## src/rtl/nibble_serial_mult_ctrl.sv

```systemverilog
// Nibble-serial sequencer around the external registered 9x4 multiplier: issues B one nibble per cycle,
// shift-accumulates the tagged products into a 9+4*NIBBLES result. Optional: NIBBLE_MULT_ZERO_SKIP_EN.
module nibble_serial_mult_ctrl #(
    parameter int NIBBLES     = 4,
    parameter int MUL_LATENCY = 1
) (
    input  logic                   clk,
    input  logic                   rst,
    input  logic                   in_valid,
    output logic                   in_ready,
    input  logic [8:0]             in_a,
    input  logic [4*NIBBLES-1:0]   in_b,
    output logic [8:0]             mul_x,
    output logic [3:0]             mul_y,
    input  logic [12:0]            mul_product,
    output logic                   out_valid,
    input  logic                   out_ready,
    output logic [9+4*NIBBLES-1:0] result
);
    localparam int BW = 4 * NIBBLES;
    localparam int RW = 9 + BW;
    localparam int CW = $clog2(NIBBLES + 1);
    localparam int IW = (NIBBLES > 1) ? $clog2(NIBBLES) : 1;
    localparam logic [CW-1:0] NIB_C    = CW'(NIBBLES);
    localparam logic [IW-1:0] LAST_IDX = IW'(NIBBLES - 1);

    typedef enum logic [1:0] {IDLE, RUN, DONE} state_t;
    state_t state, state_d;

    logic [8:0]    a_reg;
    logic [BW-1:0] b_reg, b_shift;
    logic [RW-1:0] acc, acc_sum;
    logic [CW-1:0] issue_cnt;
    logic          accept, issuing, acc_last, zero_op;

    // Tag pipe mirrors the multiplier's register stages so each product knows its nibble weight.
    logic [MUL_LATENCY:1] vld_pipe;
    logic [IW-1:0]        tag_pipe [MUL_LATENCY:1];

    assign in_ready  = (state == IDLE);
    assign out_valid = (state == DONE);
    assign accept    = in_valid && in_ready;
    assign issuing   = (state == RUN) && (issue_cnt < NIB_C);
    assign b_shift   = b_reg >> {issue_cnt, 2'b00};
    assign mul_y     = issuing ? b_shift[3:0] : 4'h0;
    assign mul_x     = a_reg;
    assign acc_sum   = acc + ({{(RW-13){1'b0}}, mul_product} << {tag_pipe[MUL_LATENCY], 2'b00});
    assign acc_last  = vld_pipe[MUL_LATENCY] && (tag_pipe[MUL_LATENCY] == LAST_IDX);

`ifdef NIBBLE_MULT_ZERO_SKIP_EN
    assign zero_op = (in_a == 9'd0) || (in_b == '0);
`else
    assign zero_op = 1'b0;
`endif

    always_ff @(posedge clk or posedge rst) begin
        if (rst) state <= IDLE;
        else     state <= state_d;
    end

    always_comb begin
        state_d = state;
        case (state)
            IDLE:    if (accept)    state_d = zero_op ? DONE : RUN;
            RUN:     if (acc_last)  state_d = DONE;
            DONE:    if (out_ready) state_d = IDLE;
            default: state_d = IDLE;
        endcase
    end

    always_ff @(posedge clk or posedge rst) begin
        if (rst) begin
            a_reg     <= '0;
            b_reg     <= '0;
            acc       <= '0;
            result    <= '0;
            issue_cnt <= '0;
        end else if (accept) begin
            a_reg     <= in_a;
            b_reg     <= in_b;
            acc       <= '0;
            issue_cnt <= '0;
            if (zero_op) result <= '0;
        end else if (state == RUN) begin
            if (issuing)               issue_cnt <= issue_cnt + CW'(1);
            if (vld_pipe[MUL_LATENCY]) acc       <= acc_sum;
            if (acc_last)              result    <= acc_sum;
        end
    end

    always_ff @(posedge clk or posedge rst) begin
        if (rst) begin
            vld_pipe <= '0;
            for (int i = 1; i <= MUL_LATENCY; i++) tag_pipe[i] <= '0;
        end else begin
            vld_pipe[1] <= issuing;
            tag_pipe[1] <= issue_cnt[IW-1:0];
            for (int i = 2; i <= MUL_LATENCY; i++) begin
                vld_pipe[i] <= vld_pipe[i-1];
                tag_pipe[i] <= tag_pipe[i-1];
            end
        end
    end
endmodule
```

## config.mk

```make
export PLATFORM = sky130hd
export DESIGN_NAME = nibble_serial_mult_ctrl
export DESIGN_NICKNAME = d
export VERILOG_FILES = /design/src/rtl/nibble_serial_mult_ctrl.sv
export SDC_FILE = /design/constraint.sdc
export NUM_CORES = 1
export LEC_CHECK = 0
export ABC_AREA = 1
export ABC_CLOCK_PERIOD_IN_PS = 4900
export BUFFER_PORTS_ARGS = -buffer_cell sky130_fd_sc_hd__buf_2
export CAP_MARGIN = 20
export CORE_UTILIZATION = 50
export DETAILED_ROUTE_END_ITERATION = 12
export PLACE_DENSITY = 0.72
export SYNTH_ARGS = -nofsm -noshare
export SYNTH_HDL_FRONTEND = slang
export SYNTH_SLANG_ARGS = --single-unit
```

## constraint.sdc

```tcl
create_clock -name clk -period 4.9 [get_ports clk]
set_input_delay 0.98 -clock clk [delete_from_list [all_inputs] [get_ports clk]]
set_output_delay 0.98 -clock clk [all_outputs]
set_load 0.01 [all_outputs]
```

Yosys cells after proc, flatten, opt, wreduce, memory -nomap -nowiden. Index checks and enable logic that the tools add are counted.

Add/subtract/negate cells: 2. $lt $le $gt $ge: 1. Eq/ne operators: 6. Shifts and indexed selects: 2. Mux-type cells: 11. Bitwise gates (word level): 1. Reduce and logical (&&, ||, !) cells: 11.

Operators with widths (count): $mux 25 (3); $add 25x25->25 (1); $shl 13x4->25 (1); $shr 16x5->4 (1); $mux 3 (3); $mux 2 (3); $pmux 2 s3 (1); $reduce_and 3->1 (2); $reduce_bool 2->1 (3); $eq 2x2->1 const B (2); $mux 4 (1); $ne 2x1->1 const B (2); $reduce_and 2->1 (2); $add 3x1->3 const B (1); $logic_and 1x1->1 (3); $lt 3x3->1 const B (1); $eq 2x1->1 const B (1); $logic_not 2->1 (1); $ne 2x2->1 const B (1); $not 1->1 (1).

Flip-flop bits (word level): 83. Input port bits: 42. Output and inout bits: 40. Word-level logic and storage cells: 42.

Logic depth before layout (Yosys ltp). Gate-level depths: netlist of run 1.

Word-level depth: 5. Gate-level depth with buffers: 16. Depth with buffers taken out: 16.

Worst setup path before layout of run 1. OpenSTA, ideal clock, no wires.

Kind: input port to flip-flop. From: in mul_product[11]. To: reg acc[20]. Setup time: 0.118 ns. Arrival time: 2.349 ns. Required time: 4.782 ns. Slack: 2.434 ns. Stages on the path: 13. Path buffers: 0. Path through: inv_1 nand2_1 o21ai_0 o21ai_0 ha_1 nand2_1 nor2_2 nand2_1 nand3b_1 nand3_1 nand2_1 nand3_1 nand2_1.

Longest elaborated chain between the ends: 5.

Ends and longest elaborated chain: from (decl) (RTL line 15) `input logic [12:0] mul_product,`; $shl 13x4->25 (RTL line 47) `assign acc_sum = acc + ({{(RW-13){1'b0}}, mul_product} << {tag_pipe[MUL_LATENCY], 2'b00});`; $add 25x25->25 (RTL line 47); $mux 25 (RTL line 86) `if (vld_pipe[MUL_LATENCY]) acc <= acc_sum;`; $mux 25 (RTL line 84) `end else if (state == RUN) begin`; $mux 25 (RTL line 78) `end else if (accept) begin`; to (signal assigned) (RTL line 86); to (decl) (RTL line 32) `logic [RW-1:0] acc, acc_sum;`.

No other way between the ends. The select of a mux whose other input is x is not followed. A chain may end at the register's enable or synchronous reset.

Worst setup path in the final report of run 1.
From: reg tag_pipe[1] (netlist name). To: reg acc[20].

Longest elaborated chain between the ends: 5.

Ends and longest elaborated chain: from (decl) (RTL line 38) `logic [IW-1:0] tag_pipe [MUL_LATENCY:1];`; from (signal, indexed assignment) (RTL line 100) `tag_pipe[i] <= tag_pipe[i-1];`; $shl 13x4->25 (RTL line 47); $add 25x25->25 (RTL line 47); $mux 25 (RTL line 86); $mux 25 (RTL line 84); $mux 25 (RTL line 78).

No other way between the ends. The select of a mux whose other input is x is not followed.

==> results of run 1 <==
## layout make-up
class	count	area [µm²]
repair buffers	84	435
clock inverters	5	37.5
well taps	136	170
flip-flops and latches	83	2080
fillers	1025	4310
multi-input cells	583	2780
clock buffers	11	141
inverters	110	414
## tightest hold or removal path, delay by kind of cell (launching register included)
kind / cells / cell delay, ps
flops: 1 / 350
simple gates: 2 / 100
## per-layer routing
| layer | global-route usage | part of all wire |
|---|---|---|
| met4 | 0.107 | 0.024 |
| met5 | 0 | 0 |
| met3 | 0.0928 | 0.088 |
| met1 | 0.369 | 0.44 |
| met2 | 0.455 | 0.45 |
## Yosys cell counts, drive strengths merged
cell	count	area, µm²
or2	3	18.8
xor2	7	61.3
o31ai	1	7.51
inv	109	409
nand4	6	37.5
nand3b	8	72.6
fa	1	20.0
a21oi	20	100
a22o	2	17.5
clkbuf	9	37.5
nand2	345	1300
clkinv	1	3.75
o21ai	34	170
buf	12	66.3
xnor2	1	8.76
nor3	3	15.0
mux2i	6	60.1
o22ai	3	18.8
nor2	53	224
ha	25	313
nand3	60	300
dfrtp	83	2080
and2	2	12.5
o211ai	3	22.5
## report_power, final
| group | internal (mW) | switching, mW | total (mW) |
|---|---|---|---|
| combinational | 0.811 | 1.57 | 2.38 |
| clock | 0.200 | 0.278 | 0.478 |
| sequential | 1.00 | 0.239 | 1.24 |
## final timing paths
| check | start | to | slack (ps) |
|---|---|---|---|
| max | tag_pipe[1]$_DFF_PP0_ | acc[20]$_DFFE_PP0P_ | 1660 |
| min | b_reg[0]$_DFFE_PP0P_ | b_reg[0]$_DFFE_PP0P_ | 480 |
| max reg2reg | tag_pipe[1]$_DFF_PP0_ | acc[20]$_DFFE_PP0P_ | 1660 |
| min reg2reg | b_reg[0]$_DFFE_PP0P_ | b_reg[0]$_DFFE_PP0P_ | 480 |
| max in group asynchronous | rst | result[11]$_DFFE_PP0P_ | 3180 |
| min in group asynchronous | rst | result[18]$_DFFE_PP0P_ | 650 |
## logic make-up (layout without fill, tap and decap cells)
family | after synthesis | after routing
flip-flops | 83 | 83
AND/OR/NAND/NOR | 480 | 480
buffers and inverters | 131 | 210
XOR/XNOR | 8 | 8
AO/OA/AOI/OAI | 63 | 63
multiplexers | 6 | 6
adder cells (fa/ha/maj) | 26 | 26
## placed cells by master (no fill, tap or decap), drive strengths merged
cell	Yosys	final
nand3b	8	8
nand2	345	345
clkinvlp	0	2
a22o	2	2
xnor2	1	1
nor3	3	3
o21ai	34	34
ha	25	25
inv	109	109
clkinv	1	4
nand4	6	6
nor2	53	53
and2	2	2
dfrtp	83	83
nand3	60	60
o211ai	3	3
a21oi	20	20
mux2i	6	6
or2	3	3
fa	1	1
clkbuf	9	11
o22ai	3	3
xor2	7	7
o31ai	1	1
buf	12	84
## per-stage QoR
step,instances,setup WS (ps)
after floorplan,797,1780
after global routing,1012,1400
final,1012,1660
after global placement,995,1870
after detailed placement,995,1770
after CTS,1011,1750
==> summary.md, run 1 <==
| Metric | Value |
|---|---|
| Largest delay share family, worst path | `simple AND/OR/NAND/NOR gates` |
| Max Cap Violations | `0` |
| Synth cell types | `34` |
| ANT cells | `0` |
| Slowest-stage cell, CP | `dfrtp_1` |
| Worst Hold Depth | `2` |
| Inserted Clock Buffers | `9` |
| Compound-gate portion of the synthesized area | `0.0626` |
| Proportion of synthesized area in mux cells | `0.0112` |
| HP Class | `reg2reg` |
| Final TNS setup | `0 ps` |
| Power Total | `4.10 mW` |
| Reg2reg path depth | `13` |
| DRT iter0 DRCs | `421` |
| Syn Std Cell Area | `5380 µm²` |
| Via Count | `5,262` |
| Drt first pass iters | `6` |
| Critical Path AT | `~3500 ps` |
| Pins Over Slew Limit | `0` |
| Synthesized area per cell | `slightly below 7 µm²` |
| Crit-path cells | `clkinv_1 -> nand2_1 -> o22ai_1 -> ha_1 -> nand2_1 -> nor2_2 -> inv_1 -> nor2_1 -> nand3b_1 -> nand3_1 -> nand2_1 -> nand3_1 -> nand2_1` |
| Crit path launch type | `flop` |
| Hold buffers post-CTS | `0` |
| Critical path depth | `13` |
| DRT Wirelength | `between 10,000 and 15,000 µm` |
| Worst vdd ir | `0.000424 V` |
| #FFs+latches synth | `83` |
| First-pass GRT wire length | `about 25,000 µm` |
| Area after DPL | `5860 µm²` |
| Slowest stage delay, CP | `approximately 830 ps` |
| Tcrit/Tclk final | `0.661` |
| Initial antenna violation count | `0` |
| Crit path top cell by count | `nand2_1` |
| Vias in the first global route | `just over 5k` |
| Starting Density | `0.518` |
| Sequential share of the synthesized area | `0.386` |
| Final Skew | `11.1 ps` |
| RSZ-0062 raised after global routing | `false` |
| Antenna-violating nets left | `0` |
| Vias per cell | `between 5 and 6` |
| Status | `completed` |
| Proportion of layout cells with a drive suffix above 1 | `0.128` |
| Adder-cell share of the synthesized area | `0.0619` |
| Simple-gate area share of the yosys netlist | `0.369` |
| Final Hold Viols | `0` |
| Hold slack | `480 ps` |
| Die Area | `about 11,000 µm²` |
| Drt wl/cell | `14.6 µm` |
| Yosys warning count | `0` |
| GRT overflow | `0` |
| Critical path endpoint category | `flop` |
| GR Util All Layers | `0.289` |
| Syn nets | `~870` |
| Minimum clock period | `~3200 ps` |
| CTS sink count | `83` |
| CORE AREA | `slightly above 10,000 µm²` |
| Design Area, Final | `between 6000 and 7000 µm²` |
| CTS tree | `yes` |
| Port Buffers | `81` |
| Die height | `about 110 µm` |
| Util after Layout | `0.584` |
| Synth Instances | `roughly 800` |
| HPWL after DPL | `between 10,000 and 15,000 µm` |
| Nets@finish | `between 900 and 1k` |
| Largest family of logic cells by synthesized area | `simple AND/OR/NAND/NOR gates` |
| Cell Rows | `37` |
| Clk pin slew, worst setup/hold paths | `90 ps` |
| CP Max Fanout | `21` |
| Fmax | `between 300 and 400 MHz` |
| Drc violations | `0` |
| Worst endpoint required time | `a little over 5000 ps` |
| Die Wd | `about 110 µm` |
| Buf+Inv Stages, Crit Path | `2` |
| Kind of critical path | `reg2reg` |
| Max Buffers Root-to-Sink | `2` |
| Endpoints failing setup | `0` |
| Post-CTS sizing | `0` |
| Root Driver | `clkbuf_8` |
| Post-CTS setup buffer count | `0` |
| Synth Area in XOR/XNOR | `0.0130` |
| Maximum number of pins on one net before global-route repair | `slightly above 50` |
| Routability cong. | `slightly below 1` |
| Leak pwr | `3.56 nW` |
| Num ports | `around 80` |
| H-tree Lvls | `3` |
| Tightest Pin Transition | `between 800 and 900 ps` |
| Slew HR | `0.430` |
| Syn-to-layout area delta | `12.7%` |
| Power Dens Cells | `~680 nW/µm²` |
| Worst-skew pair later-pin latency | `~390 ps` |
Note: power is estimated with default switching activity, not from simulation.
==> run 2, diff against run 1 <==
--- a/config.mk
+++ b/config.mk
@@ -5,13 +5,13 @@
 export SDC_FILE = /design/constraint.sdc
 export NUM_CORES = 1
 export LEC_CHECK = 0
-export ABC_AREA = 1
-export ABC_CLOCK_PERIOD_IN_PS = 4900
+export ABC_AREA = 0
+export ABC_CLOCK_PERIOD_IN_PS = 2600
 export BUFFER_PORTS_ARGS = -buffer_cell sky130_fd_sc_hd__buf_2
 export CAP_MARGIN = 20
 export CORE_UTILIZATION = 50
 export DETAILED_ROUTE_END_ITERATION = 12
-export PLACE_DENSITY = 0.72
+export PLACE_DENSITY = 0.75
 export SYNTH_ARGS = -nofsm -noshare
 export SYNTH_HDL_FRONTEND = slang
 export SYNTH_SLANG_ARGS = --single-unit
==> constraint.sdc (replaced) <==
create_clock -name clk -period 2.6 [get_ports clk]
set_input_delay 0.52 -clock clk [delete_from_list [all_inputs] [get_ports clk]]
set_output_delay 0.52 -clock clk [all_outputs]
set_load 0.01 [all_outputs]
==> summary.md, run 2 <==
| Metric | Value |
|---|---|
| Slowest stage delay, CP | `480 ps (-350 ps)` |
| Most instantiated library cell after synthesis | `dfrtp_1` |
| Most used DFF post-synth | `dfrtp_1` |
| Antenna-violating nets left | `0 (unchanged)` |
| Reg2reg path depth | `9 (-4)` |
| Final TNS setup | `-2100 ps (-2100 ps)` |
| Die height | `103 µm (-2.8%)` |
| Non-Filler Instances | `811 (-20%)` |
| Power Dens Cells | `1550 nW/µm² (+130%)` |
| Worst endpoint required time | `2890 ps (-2280 ps)` |
| Synthesized area per cell | `9.96 µm² (+48%)` |
| Drt wl/cell | `18.0 µm (+23%)` |
| FF-to-FF End | `result[24]$_DFFE_PP0P_` |
| Largest cells by area after synthesis | `dfrtp_1 41%, mux2_2 7.1%, ha_1 6.2%` |
| Die Wd | `103 µm (-2.8%)` |
| Endpoints failing setup | `23 (+23)` |
| Yosys warning count | `0 (unchanged)` |
| Ys async rst share | `1.00 (unchanged)` |
| Buf+Inv Stages, Crit Path | `1 (-1)` |
| Cell total after placement | `772 (-22%)` |
| Max Cap Violations | `0 (unchanged)` |
| Sequential share of the synthesized area | `0.410 (+0.0234)` |
| EDFF count, synth | `0 (unchanged)` |
| Synth Instances | `509 (-36%)` |
| Pins Over Slew Limit | `0 (unchanged)` |
| Kind of critical path | `reg2reg` |
| Critical Path AT | `3060 ps (-450 ps)` |
| Slew HR | `0.566 (+0.136)` |
| Leak pwr | `3.22 nW (-9.6%)` |
| Tcrit/Tclk final | `1.07 (+0.405)` |
| DRT iter0 DRCs | `220 (-48%)` |
| Crit path launch type | `flop` |
| Inserted Clock Buffers | `9 (unchanged)` |
| Tightest Pin Transition | `649 ps (-205 ps)` |
| Via Count | `4,530 (-14%)` |
| Fmax | `361 MHz (+17%)` |
| Worst vdd ir | `0.000798 V (+88%)` |
| H-tree Lvls | `3 (unchanged)` |
| DRT Wirelength | `14,600 µm (-1.1%)` |
| Synth top area share | `0.410 (+0.0234)` |
| Hold buffers post-CTS | `0 (unchanged)` |
| Routability cong. | `0.933 (-3.8%)` |
| Crit-path cells | `buf_4 -> mux2_4 -> a22o_1 -> ha_4 -> nand4_4 -> or2_4 -> o31a_1 -> and3_4 -> o31ai_4` |
| Synth cell types | `60 (+76%)` |
| Nets@finish | `741 (-21%)` |
| Synth area leader | `dfrtp_1` |
| Vias per cell | `5.59 (+7.4%)` |
| Num ports | `82 (unchanged)` |
| Launching point of the worst reg2reg path | `tag_pipe[1]$_DFF_PP0_` |
| Starting Density | `0.516 (-0.00215)` |
| Seq. cell area | `2080 µm² (+0.12%)` |
| Largest delay share family, worst path | `compound AO/OA/AOI/OAI gates` |
| Commonest non-fill, non-tap cells in the layout | `90 x buf_4, 81 x dfrtp_1, 81 x buf_2` |
| Die Area | `10,500 µm² (-5.6%)` |
| Syn-to-layout area delta | `39.5%` |
| Worst-skew pair later-pin latency | `370 ps (-20 ps)` |
| Power Total | `11.0 mW (+170%)` |
| R2r setup slk | `-170 ps (-1830 ps)` |
| Clk pin slew, worst setup/hold paths | `100 ps (about the same)` |
| Port Buffers | `81 (unchanged)` |
| CTS tree | `yes` |
| First-pass GRT wire length | `23,300 µm (-6.1%)` |
| Drc violations | `0 (unchanged)` |
| ANT cells | `0 (unchanged)` |
| Minimum clock period | `2770 ps (-467 ps)` |
| Multi-input gate area | `3310 µm² (+19%)` |
| Status | `finished with violations` |
| Syn Std Cell Area | `5070 µm² (-5.7%)` |
| GRT overflow | `0 (unchanged)` |
| HP Class | `in2async` |
| Max Buffers Root-to-Sink | `2 (unchanged)` |
| Root Driver | `clkbuf_8` |
| Worst setup path startpoint | `tag_pipe[1]$_DFF_PP0_` |
| Critical path endpoint category | `flop` |
| CP Max Fanout | `7 (-67%)` |
| RSZ-0062 raised after global routing | `true` |
| CORE AREA | `9820 µm² (-5.3%)` |
| Commonest cells in the netlist | `83 x dfrtp_1, 74 x nand2_1, 32 x mux2_2` |
| Critical path depth | `9 (-4)` |
| Violated checks | `negative setup slack` |
| Final worst slack | `-170 ps (-1830 ps)` |
| Slowest-stage cell, CP | `dfrtp_2` |
| GR Util All Layers | `0.296 (+0.00779)` |
| Fill cells | `729 (-29%)` |
| HPWL after DPL | `10,400 µm (-6.2%)` |
| Most common cell after layout, fill and taps aside | `buf_4` |
| Util after Layout | `0.720 (+0.136)` |
| Initial antenna violation count | `0 (unchanged)` |
| Final Skew | `13.5 ps (+2.45 ps)` |
| Vias in the first global route | `4,668 (-9.1%)` |
| Cell Rows | `36 (-2.7%)` |
| Drt first pass iters | `4 (-2)` |
| Maximum number of pins on one net before global-route repair | `84 (+65%)` |
| #FFs+latches synth | `83 (unchanged)` |
| Placement Setup Slack | `-434 ps (-2200 ps)` |
| CTS sink count | `83 (unchanged)` |
| Final Hold Viols | `0 (unchanged)` |
| Proportion of layout cells with a drive suffix above 1 | `0.487 (+0.359)` |
| Syn nets | `577 (-33%)` |
run 2: cell types whose count changed in the layout (fill, tap and decap cells not counted), moves of 15 or more:
cell	change
mux2_2	+29
inv_1	-98
a22o_1	+16
buf_4	+88
nand3_1	-52
nand2_1	-271
nor2_1	-27
ha_1	-15
run 2: per-layer routing:
metal / part of all wire / wire length, µm / GRT usage
met1: 0.44 / 6430 / 0.381
met2: 0.48 / 7050 / 0.478
met3: 0.046 / 677 / 0.0536
met4: 0.031 / 452 / 0.154
met5: 0 / 0 / 0
run 2: kinds of logic (layout without fill, tap and decap cells):
family | after synthesis | after routing | synth area share
compound gates | 134 | 134 | 0.188
flops | 83 | 83 | 0.410
simple gates | 159 | 159 | 0.149
mux | 45 | 45 | 0.107
xor+xnor | 20 | 20 | 0.0345
buf+inv | 42 | 211 | 0.0471
fa+ha+maj | 26 | 26 | 0.0656
run 2: timing repair:
action,in CTS,in global routing
pin swaps,25,34
endpoints found under the setup margin,36,38
buffers inserted,16,10
gates resized for setup,80,36
run 2: worst max path at each step:
| stage | to |
|---|---|
| finish | result[24]$_DFFE_PP0P_ |
| CTS | result[24]$_DFFE_PP0P_ |
| global route | result[24]$_DFFE_PP0P_ |
| detailed placement | acc[19]$_DFFE_PP0P_ |
| global placement | acc[19]$_DFFE_PP0P_ |
| floorplan | result[16]$_DFFE_PP0P_ |
run 2: where the power goes:
part	internal, mW	switching, mW
logic	3.66	3.80
registers	1.93	0.473
clock network	0.577	0.527
total	6.17	4.80
run 2: final cells by class:
cell class,instances,area share
clock buffer,10,0.0195
clock inverter,6,0.0134
tap,133,0.0235
sequential,83,0.294
multi-input combinational,384,0.469
inverter,11,0.00637
timing repair buffer,184,0.175
run 2: stage by stage:
stage               area (µm²)  hold slack [ps]
detailed placement        6080              465
CTS                       6860              273
global route              7070              290
floorplan                 5120              378
global placement          6080              455
finish                    7070              226
run 2: tightest hold or removal path: stages:
cell	delay, ps
buf_2	110
clkinvlp_4	70
buf_12	330
==> run 3, diff against run 2 <==
--- a/config.mk
+++ b/config.mk
@@ -11,6 +11,7 @@
 export CAP_MARGIN = 20
 export CORE_UTILIZATION = 50
 export DETAILED_ROUTE_END_ITERATION = 12
+export MAX_ROUTING_LAYER = met4
 export PLACE_DENSITY = 0.75
 export SYNTH_ARGS = -nofsm -noshare
 export SYNTH_HDL_FRONTEND = slang
==> summary.md, run 3 (same netlist as run 2, synthesis figures left out) <==
| Metric | Value |
|---|---|
| Drt first pass iters | `4 (unchanged)` |
| Fmax | `354 MHz (-2.0%)` |
| Routability cong. | `0.974 (+4.4%)` |
| Syn-to-layout area delta | `42.2%` |
| Initial antenna violation count | `0 (unchanged)` |
| Die Wd | `103 µm (unchanged)` |
| Vias in the first global route | `4,657 (-0.24%)` |
| Seq. cell area | `2080 µm² (unchanged)` |
| Worst vdd ir | `0.000847 V (+6.2%)` |
| Minimum clock period | `2820 ps (+55.2 ps)` |
| Num ports | `82 (unchanged)` |
| Final Skew | `15.5 ps (+1.97 ps)` |
| Launching point of the worst reg2reg path | `tag_pipe[1]$_DFF_PP0_` |
| Critical Path AT | `3100 ps (+40 ps)` |
| GR Util All Layers | `0.316 (+0.0193)` |
| HP Class | `in2async` |
| Power Total | `11.4 mW (+3.7%)` |
| Util after Layout | `0.734 (+0.0138)` |
| R2r setup slk | `-220 ps (-60 ps)` |
| HPWL after DPL | `10,700 µm (+2.1%)` |
| CORE AREA | `9820 µm² (unchanged)` |
| Drc violations | `0 (unchanged)` |
| Power Dens Cells | `1580 nW/µm² (+1.8%)` |
| Crit path launch type | `flop` |
| DRT Wirelength | `15,600 µm (+6.9%)` |
| GRT overflow | `0 (unchanged)` |
| Nets@finish | `746 (+0.67%)` |
| Tightest Pin Transition | `758 ps (+110 ps)` |
| FF-to-FF End | `acc[24]$_DFFE_PP0P_` |
| Endpoints failing setup | `24 (+4.3%)` |
| Tcrit/Tclk final | `1.09 (+0.0212)` |
| Drt wl/cell | `19.1 µm (+6.2%)` |
| Fill cells | `735 (+0.82%)` |
| Inserted Clock Buffers | `9 (unchanged)` |
| CTS sink count | `83 (unchanged)` |
| Final Hold Viols | `0 (unchanged)` |
| Die height | `103 µm (unchanged)` |
| Starting Density | `0.516 (unchanged)` |
| Critical path endpoint category | `flop` |
| Placement Setup Slack | `-515 ps (-81.4 ps)` |
| Max Cap Violations | `0 (unchanged)` |
| DRT iter0 DRCs | `182 (-17%)` |
| Most common cell after layout, fill and taps aside | `buf_4` |
| Leak pwr | `3.28 nW (+2.1%)` |
| ANT cells | `0 (unchanged)` |
| CP Max Fanout | `6 (-1)` |
| Hold buffers post-CTS | `0 (unchanged)` |
| Worst endpoint required time | `2870 ps (-20 ps)` |
| Slew HR | `0.493 (-0.0735)` |
| Final worst slack | `-225 ps (-55.2 ps)` |
| Multi-input gate area | `3450 µm² (+4.1%)` |
| H-tree Lvls | `3 (unchanged)` |
| Antenna-violating nets left | `0 (unchanged)` |
| Cell Rows | `36 (unchanged)` |
| CTS tree | `yes` |
| First-pass GRT wire length | `24,100 µm (+3.3%)` |
| Commonest non-fill, non-tap cells in the layout | `97 x buf_4, 81 x dfrtp_1, 81 x buf_2` |
| Violated checks | `negative setup slack` |
| Max Buffers Root-to-Sink | `2 (unchanged)` |
| Vias per cell | `5.79 (+3.7%)` |
| Port Buffers | `81 (unchanged)` |
| Maximum number of pins on one net before global-route repair | `61 (-27%)` |
| Proportion of layout cells with a drive suffix above 1 | `0.514 (+0.0272)` |
| RSZ-0062 raised after global routing | `true` |
| Status | `finished with violations` |
| Worst-skew pair later-pin latency | `370 ps (about the same)` |
| Via Count | `4,728 (+4.4%)` |
| Pins Over Slew Limit | `0 (unchanged)` |
| Root Driver | `clkbuf_8` |
| Reg2reg path depth | `10 (+1)` |
| Kind of critical path | `reg2reg` |
| Die Area | `10,500 µm² (unchanged)` |
| Clk pin slew, worst setup/hold paths | `100 ps (about the same)` |
==> run 3: worst max-delay path by stage <==
| stage | start | endpoint | slack [ps] | cells past startpoint |
|---|---|---|---|---|
| floorplan | tag_pipe[0]$_DFF_PP0_ | result[16]$_DFFE_PP0P_ | -20 | 12 |
| global placement | mul_product[2] | acc[19]$_DFFE_PP0P_ | -500 | 10 |
| detailed placement | mul_product[2] | acc[19]$_DFFE_PP0P_ | -510 | 10 |
| CTS | tag_pipe[1]$_DFF_PP0_ | acc[24]$_DFFE_PP0P_ | -110 | 10 |
| global route | tag_pipe[1]$_DFF_PP0_ | acc[24]$_DFFE_PP0P_ | -270 | 12 |
| finish | tag_pipe[1]$_DFF_PP0_ | acc[24]$_DFFE_PP0P_ | -220 | 10 |
==> run 3: where the power goes <==
part | internal [mW] | total, mW | switching [mW] | leakage, nW
clock | 0.476 | 0.987 | 0.510 | 0.100
sequential | 1.93 | 2.42 | 0.488 | 1.02
combinational | 3.95 | 7.98 | 4.02 | 2.17
total | 6.36 | 11.4 | 5.02 | 3.28
==> run 3: cell type report <==
cell class                      count  area share
Clock buffer                       11      0.0196
Clock inverter                      5     0.00833
Inverter                           11     0.00625
Multi-Input combinational cell    384       0.479
Sequential cell                    83       0.288
Tap cell                          133      0.0231
Timing Repair Buffer              189       0.176
==> run 3: critical path: stages (launching register included) <==
cell	delay, ps
dfrtp_2	500
mux2_4	340
a22o_4	270
ha_4	310
nand2_2	90
a211oi_4	270
a211oi_2	110
buf_4	160
o31a_1	310
and3_4	210
o31ai_4	160
==> run 3: repair_timing <==
item,CTS,global route
setup endpoints to repair,36,32
setup buffers,19,9
pin swaps,37,36
resized for setup,93,49
==> run 3: stage by stage <==
step / area [µm²] / instances / hold slack, ps / setup TNS [ps]
6_report: 7210 / 816 / 208 / -2710
5_1_grt: 7210 / 816 / 244 / -4760
4_1_cts: 6920 / 808 / 214 / -1590
3_5_place_dp: 6100 / 774 / 462 / -7440
3_3_place_gp: 6100 / 774 / 455 / -6950
2_1_floorplan: 5120 / 509 / 378 / -38.6
==> run 3: per-layer routing <==
| layer | track usage | routed length, µm | vias to the layer above | part of all wire |
|---|---|---|---|---|
| met2 | 0.497 | 7570 | 182 | 0.48 |
| met4 | 0.138 | 577 | 0 | 0.037 |
| met1 | 0.407 | 6610 | 2310 | 0.42 |
| met3 | 0.0427 | 857 | 48 | 0.055 |
| met5 | - | 0 | - | 0 |
| li1 | - | - | 2188 | - |
